## src/rtl/sevenseg_pkg.sv

```systemverilog
// Shared constants, slot encodings and the BCD to seven-segment decode for the
// scanned three-digit display.
package sevenseg_pkg;

    // Segment patterns, active-high, bit order {g,f,e,d,c,b,a}
    localparam logic [6:0] SEG_0    = 7'h3F;
    localparam logic [6:0] SEG_1    = 7'h06;
    localparam logic [6:0] SEG_2    = 7'h5B;
    localparam logic [6:0] SEG_3    = 7'h4F;
    localparam logic [6:0] SEG_4    = 7'h66;
    localparam logic [6:0] SEG_5    = 7'h6D;
    localparam logic [6:0] SEG_6    = 7'h7D;
    localparam logic [6:0] SEG_7    = 7'h07;
    localparam logic [6:0] SEG_8    = 7'h7F;
    localparam logic [6:0] SEG_9    = 7'h6F;
    localparam logic [6:0] SEG_DASH = 7'h40;
    localparam logic [6:0] SEG_OFF  = 7'h00;

    // Scan slot index; the fourth code of the 2-bit field is never a legal slot
    typedef enum logic [1:0] {
        SLOT_SEC_LO = 2'd0,
        SLOT_SEC_HI = 2'd1,
        SLOT_MIN_LO = 2'd2
    } slot_e;

    // Non-BCD values render as a dash so a bad upstream digit is visible
    function automatic logic [6:0] bcd_to_seg(input logic [3:0] bcd);
        logic [6:0] pattern;
        case (bcd)
            4'd0:    pattern = SEG_0;
            4'd1:    pattern = SEG_1;
            4'd2:    pattern = SEG_2;
            4'd3:    pattern = SEG_3;
            4'd4:    pattern = SEG_4;
            4'd5:    pattern = SEG_5;
            4'd6:    pattern = SEG_6;
            4'd7:    pattern = SEG_7;
            4'd8:    pattern = SEG_8;
            4'd9:    pattern = SEG_9;
            default: pattern = SEG_DASH;
        endcase
        return pattern;
    endfunction

endpackage

```

## src/rtl/bcd_to_7seg.sv

```systemverilog
// Combinational BCD to active-high seven-segment decoder.
module bcd_to_7seg
    import sevenseg_pkg::*;
(
    input  logic [3:0] bcd,
    output logic [6:0] seg
);

    // Pure table lookup, shared with the package function
    always_comb begin
        seg = bcd_to_seg(bcd);
    end

endmodule

```

## src/rtl/sevenseg_scan_mux.sv

```systemverilog
// Time-multiplexed driver for a 3-digit common-anode seven-segment display.
// Digits are snapshotted once per frame, each slot opens with an all-off
// blanking window, and the min slot carries a tick-toggled decimal point.
module sevenseg_scan_mux
    import sevenseg_pkg::*;
#(
    parameter int SCAN_DIV     = 50000,
    parameter int BLANK_CYCLES = 500,
    parameter int ACTIVE_LOW   = 1,
    parameter int BLANK_LZ     = 0
) (
    input  logic       clk,
    input  logic       reset,
    input  logic [3:0] sec_low_digit,
    input  logic [2:0] sec_high_digit,
    input  logic [3:0] min_low_digit,
    input  logic       dp_tick,
    output logic [6:0] seg,
    output logic       dp,
    output logic [2:0] an
);

    localparam int            CW        = (SCAN_DIV > 1) ? $clog2(SCAN_DIV) : 1;
    localparam logic [CW-1:0] CNT_MAX   = CW'(SCAN_DIV - 1);
    localparam logic [CW-1:0] BLANK_END = CW'(BLANK_CYCLES);
    localparam logic          POL       = (ACTIVE_LOW != 0);
    localparam logic          LZ_EN     = (BLANK_LZ != 0);

    logic [CW-1:0] cnt;
    logic          wrap;
    slot_e         idx;
    slot_e         idx_next;
    logic [3:0]    snap_sec_lo;
    logic [2:0]    snap_sec_hi;
    logic [3:0]    snap_min_lo;
    logic          dp_state;

    logic          blank;
    logic [3:0]    digit;
    logic [6:0]    seg_dec;
    logic [2:0]    an_c;
    logic [6:0]    seg_c;
    logic          dp_c;

    assign wrap = (cnt == CNT_MAX);

    // Slot counter: free-running 0..SCAN_DIV-1
    always_ff @(posedge clk) begin
        if (reset) begin
            cnt <= '0;
        end else if (wrap) begin
            cnt <= '0;
        end else begin
            cnt <= cnt + CW'(1);
        end
    end

    // Next slot: advance at counter wrap, recover an illegal code to slot 0
    always_comb begin
        idx_next = idx;
        case (idx)
            SLOT_SEC_LO: if (wrap) idx_next = SLOT_SEC_HI;
            SLOT_SEC_HI: if (wrap) idx_next = SLOT_MIN_LO;
            SLOT_MIN_LO: if (wrap) idx_next = SLOT_SEC_LO;
            default:     idx_next = SLOT_SEC_LO;
        endcase
    end

    // Slot index register
    always_ff @(posedge clk) begin
        if (reset) begin
            idx <= SLOT_SEC_LO;
        end else begin
            idx <= idx_next;
        end
    end

    // Frame snapshot: capture all digits on the edge that closes the min slot
    always_ff @(posedge clk) begin
        if (reset) begin
            snap_sec_lo <= '0;
            snap_sec_hi <= '0;
            snap_min_lo <= '0;
        end else if (wrap && (idx == SLOT_MIN_LO)) begin
            snap_sec_lo <= sec_low_digit;
            snap_sec_hi <= sec_high_digit;
            snap_min_lo <= min_low_digit;
        end
    end

    // Decimal-point state: toggle per tick, reset takes priority
    always_ff @(posedge clk) begin
        if (reset) begin
            dp_state <= 1'b0;
        end else if (dp_tick) begin
            dp_state <= ~dp_state;
        end
    end

    // Select the snapshot digit for the current slot
    always_comb begin
        digit = '0;
        case (idx)
            SLOT_SEC_LO: digit = snap_sec_lo;
            SLOT_SEC_HI: digit = {1'b0, snap_sec_hi};
            SLOT_MIN_LO: digit = snap_min_lo;
            default:     digit = '0;
        endcase
    end

    bcd_to_7seg u_dec (
        .bcd (digit),
        .seg (seg_dec)
    );

    // Active-high output image: blanking, anode one-hot, leading-zero and dp
    always_comb begin
        blank = (cnt < BLANK_END);
        an_c  = '0;
        seg_c = SEG_OFF;
        dp_c  = 1'b0;
        if (!blank) begin
            case (idx)
                SLOT_SEC_LO: an_c = 3'b001;
                SLOT_SEC_HI: an_c = 3'b010;
                SLOT_MIN_LO: an_c = 3'b100;
                default:     an_c = 3'b000;
            endcase
            if (LZ_EN && (idx == SLOT_MIN_LO) && (snap_min_lo == 4'd0)) begin
                seg_c = SEG_OFF;
            end else begin
                seg_c = seg_dec;
            end
            dp_c = (idx == SLOT_MIN_LO) && dp_state;
        end
    end

    // Output register with polarity applied to an, seg and dp together
    always_ff @(posedge clk) begin
        if (reset) begin
            {an, seg, dp} <= {11{POL}};
        end else begin
            {an, seg, dp} <= {an_c, seg_c, dp_c} ^ {11{POL}};
        end
    end

endmodule

```

## config.mk

```make
export PLATFORM = sky130hd
export DESIGN_NAME = sevenseg_scan_mux
export DESIGN_NICKNAME = d
export VERILOG_FILES = /design/src/rtl/sevenseg_pkg.sv /design/src/rtl/bcd_to_7seg.sv /design/src/rtl/sevenseg_scan_mux.sv
export SDC_FILE = /design/constraint.sdc
export NUM_CORES = 1
export LEC_CHECK = 0
export CAP_MARGIN = 0
export CORE_UTILIZATION = 49
export DETAILED_ROUTE_END_ITERATION = 16
export GPL_ROUTABILITY_DRIVEN = 0
export PLACE_DENSITY = 0.77
export SYNTH_ARGS = -nofsm -noshare
export SYNTH_HDL_FRONTEND = slang
export SYNTH_SLANG_ARGS = --single-unit
```

## constraint.sdc

```tcl
create_clock -name clk -period 1.8 [get_ports clk]
set_input_delay 0.36 -clock clk [delete_from_list [all_inputs] [get_ports clk]]
set_output_delay 0.36 -clock clk [all_outputs]
set_load 0.02 [all_outputs]
```

# Yosys cells after proc, flatten, opt, wreduce, memory -nomap -nowiden
# Memories as Yosys holds them, arrays and structs flattened.
# Cells that the tools add are included.
[op_classes]
reduce_logical = 5
n_addsub = 1
n_bitwise = 2
eq_ne = 6
mux = 9
n_lt_le_gt_ge = 1
[op_table]
columns = ["operator", "count"]
rows = [
  ["$add 16x1->16 const B", 1],
  ["$eq 16x16->1 const B", 1],
  ["$lt 16x9->1 const B", 1],
  ["$pmux 4 s3", 1],
  ["$not 11->11", 1],
  ["$pmux 3 s3", 1],
  ["$mux 7", 1],
  ["$mux 2", 3],
  ["$ne 2x2->1 const B", 3],
  ["$pmux 2 s3", 1],
  ["$mux 3", 1],
  ["$reduce_and 3->1", 1],
  ["$eq 2x1->1 const B", 1],
  ["$eq 2x2->1 const B", 1],
  ["$logic_and 1x1->1", 2],
  ["$logic_not 2->1", 1],
  ["$reduce_or 2->1", 1],
  ["$mux 1", 1],
  ["$not 1->1", 1],
]
[word_totals]
inputBits = 14
romBits = 112
output_inout_bits = 11
elab_cells = 34
ff_bits = 41
n_memories = 1
[mem_list]
columns = ["memory", "words", "word_bits", "rd", "rd_ports_with_merged_regs", "wr", "line", "text"]
rows = [
  ["(no name shown)", 16, 7, 1, 0, 0, "sevenseg_pkg.sv:29", "case (bcd)"],
]

# Depth between registers and ports, before layout
# An unclocked memory read counts as a cell.
[depth]
word_depth = 5
depth_mapped = 9
ltp_nobuf = 8

# Modules after synthesis
# From an unflattened synthesis, not the netlist that was laid out.
[unflattened]
hier_cells = 215
area_unflattened_um2 = 1973.1
[modules_own_cells]
columns = ["module", "instances", "cells_each", "seq_area_each_um2", "area_each_um2"]
rows = [
  ["sevenseg_scan_mux", 1, 186, 820.8, 1740.4],
  ["bcd_to_7seg", 1, 29, 0.0, 232.7],
]

# Worst setup path before layout
# No wires, ideal clock.
[synth_path]
kind = "register to register"
start = "register idx[1]"
end = "register seg[5]"
setup_ns = 0.114
setup_slack_ns = -0.156
required_ns = 1.686
path_stages_with_launch = 7
synth_period_minus_slack_ns = 1.956
path_buffers = 0
t_arrival_ns = 1.842
path_cell_list = "dfxtp_1 > mux2_2 > a22oi_1 > inv_1 > ha_1 > or3_1 > a21o_1"
[synth_between]
elab_chain_len = 5
word_cells_on_any_way = 7
classes_between = "eq/ne: 2; mux: 2; bitwise: 1; reduce/logical: 1; memory: 1"
[synth_lines]
columns = ["item", "line", "text"]
rows = [
  ["start: declaration", "sevenseg_scan_mux.sv:31", "slot_e idx;"],
  ["start signal: assignment", "sevenseg_scan_mux.sv:74", "idx <= idx_next;"],
  ["$eq 2x2->1, or another cell as far along", "sevenseg_scan_mux.sv:103", "case (idx)"],
  ["$pmux 4 s3 (*)", "sevenseg_scan_mux.sv:103", ""],
  ["$mem_v2 16x7 (*)", "--", ""],
  ["$mux 7 (*)", "sevenseg_scan_mux.sv:122", "if (!blank) begin"],
  ["$not 11->11 (no source line) (*)", "--", ""],
  ["end signal: assignment", "sevenseg_scan_mux.sv:141", "{an, seg, dp} <= {11{POL}};"],
  ["end signal: assignment", "sevenseg_scan_mux.sv:143", "{an, seg, dp} <= {an_c, seg_c, dp_c} ^ {11{POL}};"],
  ["end: declaration", "sevenseg_scan_mux.sv:18", "output logic [6:0] seg,"],
]
# Mark *: on every way between the ends. The rest lies on a longest branch, timed or not.
# A chain may end at the register's enable or synchronous reset.

# Final worst setup path
# Same ends and word-level chain as after synthesis.

==> results.json <==
{
  "core.rowCount": 22,
  "finalSetupViolCount": 0,
  "yosysWarningCount": 0,
  "critPathRequiredTime_ns": 1.99,
  "async_reset_ff_share_pct": 0,
  "r2r_slack_ns": 0.06,
  "grt_max_degree": 17,
  "grt_pass1_wl_um": 6880,
  "synth_area_per_cell_um2": 9.06,
  "final_cell_area_mm2": 0.00244,
  "netlist_instances": 209,
  "wirelength_um": 3960,
  "critPathArrivalTime_ns": 1.93,
  "dp_hpwl_um": 2650,
  "grt_remaining_overflow": 0,
  "status": "completed",
  "core_mm2": 0.00369,
  "r2r_end": "seg[5]",
  "worstSetupPathType": "reg -> reg",
  "synth_top_flop_cell": "dfxtp_1",
  "ys_seq_area_share_pct": 43.3,
  "ios": 25,
  "drtPass1Iterations": 4,
  "maxSlewHeadroom_pct": 64.9,
  "dp_slack_ns": 0.0242,
  "endpoint_kind": "flop",
  "ys_ff_latch": 41,
  "setup_slack_ns": 0.0626,
  "ys_types": 40,
  "vias_per_cell": 5.52,
  "worst_slew_pin_slew_ns": 0.526,
  "min_to": "dp",
  "cts_buffers": 5,
  "antennaDiodeCount": 0,
  "insertion_delay_ns": 0.29,
  "die_height_um": 64.2,
  "nFillCells": 317,
  "synthesis.nets": 229,
  "max_freq_mhz": 576,
  "syn-cell-area_mm2": 0.00189,
  "dieArea_mm2": 0.00412,
  "cts_setup_buffers": 0,
  "ctsHoldBuffers": 0,
  "ant_nets": 0,
  "antenna_found_initial": 0,
  "htree_levels": 2,
  "maxSlewViolCount": 0,
  "grt_pass1_vias": 1556,
  "period_share_pct": 96.5,
  "placed_area_mm2": 0.00232,
  "cp_max_fo": 10,
  "powerDensity_mw_per_mm2": 650,
  "hold_start": "dp_state",
  "hold_depth": 1,
  "rsz0062_at_grt": "yes",
  "hold_viol_final": 0,
  "clock_tree.root_cell": "clkbuf_8",
  "initial_core_util_pct": 51.4,
  "port-buffer-count": 24,
  "ff2ff_path_depth": 5,
  "irDropWorstVdd_mv": 0.436,
  "synth_edf_count": 0,
  "r2r_start": "idx[1]",
  "die_w_um": 64.2,
  "power.leakage_nw": 0.888,
  "cts_tree": "done",
  "wl_per_cell_um": 13.2,
  "clockBufferDepth": 2,
  "drc": 0,
  "nNetsFinal": 271,
  "clk_pin_slew_worst_paths_ns": 0.07,
  "final_layout_size_suffix_gt1_share_pct": 18.3,
  "clock-sinks": 41,
  "drv_cap": 0,
  "vias": 1651,
  "gr-usage-all-layers_pct": 21.6,
  "syn_to_final_growth_pct": 28.7,
  "layout_common_cells": "dfxtp_1 (40), clkdlybuf4s50_1 (24), buf_4 (21)",
  "worst_hold_path_type": "reg -> reg",
  "min_period_ns": 1.74,
  "clock_skew_ns": 0.00406,
  "final_common_cell": "dfxtp_1",
  "start_kind": "flop",
  "drtIter0Drc": 79
}
==> state kept, by name, indices dropped and copies added, names as in the netlist, 2 cells and up <==
register	cells
cnt	16
an	3
snap_min_lo	4
idx	2
snap_sec_hi	3
snap_sec_lo	4
seg	7
==> metrics by stage <==
stage               std cells  power (mW)  utilization, %   TNS, ns  hold WS, ns
floorplan                 209       0.967               -         0        0.380
global placement          292        1.01            62.9         0        0.385
detailed placement        292        1.01            62.9         0        0.408
CTS                       299        1.60            65.2         0        0.426
global route              299        1.64            66.1  -0.00208        0.436
finish                    299        1.58            66.1         0        0.427
==> per-layer routing <==
layer  routed length, um  up-vias  part of all wire [%]  global-route usage (%)
met5                   0        -                     0                       0
met3                 220       12                   5.6                    5.71
met4                  96        0                   2.4                    10.6
met1                1840      753                    46                    27.4
met2                1800       49                    46                    33.9
li1                    -      837                     -                       -
==> how the worst max path moves through the flow <==
stage / startpoint / endpoint / cells past startpoint
after global routing: idx[1] / seg[3] / 6
final: idx[1] / seg[5] / 5
after detailed placement: idx[1] / seg[5] / 6
after global placement: cnt[5] / seg[6] / 4
after CTS: idx[1] / seg[5] / 6
after floorplan: idx[1] / seg[5] / 6
==> kinds of logic (layout without fill, tap and decap cells) <==
family | count (synthesis) | after routing | share of synthesized area [%]
and+or+nand+nor | 79 | 79 | 23.9
AOI/OAI and AO/OA | 48 | 48 | 15.0
DFF | 41 | 41 | 43.3
buffers and inverters | 16 | 58 | 4.56
xor gates and xnor gates | 14 | 14 | 6.47
adders and majority gates | 6 | 6 | 3.96
muxes | 5 | 5 | 2.77
==> where the power goes <==
group	internal (mW)	total, mW	switching, mW
clock network	0.304	0.595	0.291
logic	0.0452	0.0707	0.0255
registers	0.913	0.918	0.00527
total	1.26	1.58	0.322
==> synthesized netlist by cell type, types with 4 or more instances <==
master | count | share of area (%)
a21oi_1 | 17 | 4.5
clkbuf_1 | 5 | 0.99
dfxtp_1 | 41 | 43
ha_1 | 6 | 4.0
inv_1 | 5 | 0.99
nand2_1 | 6 | 1.2
nand3_1 | 8 | 2.1
nand4_1 | 16 | 5.3
nor2_1 | 20 | 4.0
nor3_1 | 4 | 1.1
o21ai_0 | 18 | 4.8
or3_1 | 6 | 2.0
xnor2_1 | 9 | 4.2
xor2_1 | 5 | 2.3
==> critical path, cell delays in order (launching register included) <==
cell and delay, ns:
dfxtp_4 0.37, buf_4 0.19, mux2i_1 0.33, nor2_1 0.18, or3_4 0.39, a21o_1 0.18
==> area by class of cell <==
type / count / area, um^2 / area share [%]
Multi-Input combinational cell: 152 / 1030 / 42.2
Sequential cell: 41 / 825 / 33.8
Timing Repair Buffer: 46 / 418 / 17.1
Clock buffer: 7 / 86.3 / 3.54
Tap cell: 48 / 60.1 / 2.46
Inverter: 5 / 18.8 / 0.770
==> timing repair <==
item                                    CTS  global route
resized for setup                         0            10
endpoints found under the hold margin     0             0
endpoints found under the setup margin    0            20
(Power assumes the default switching activity.)
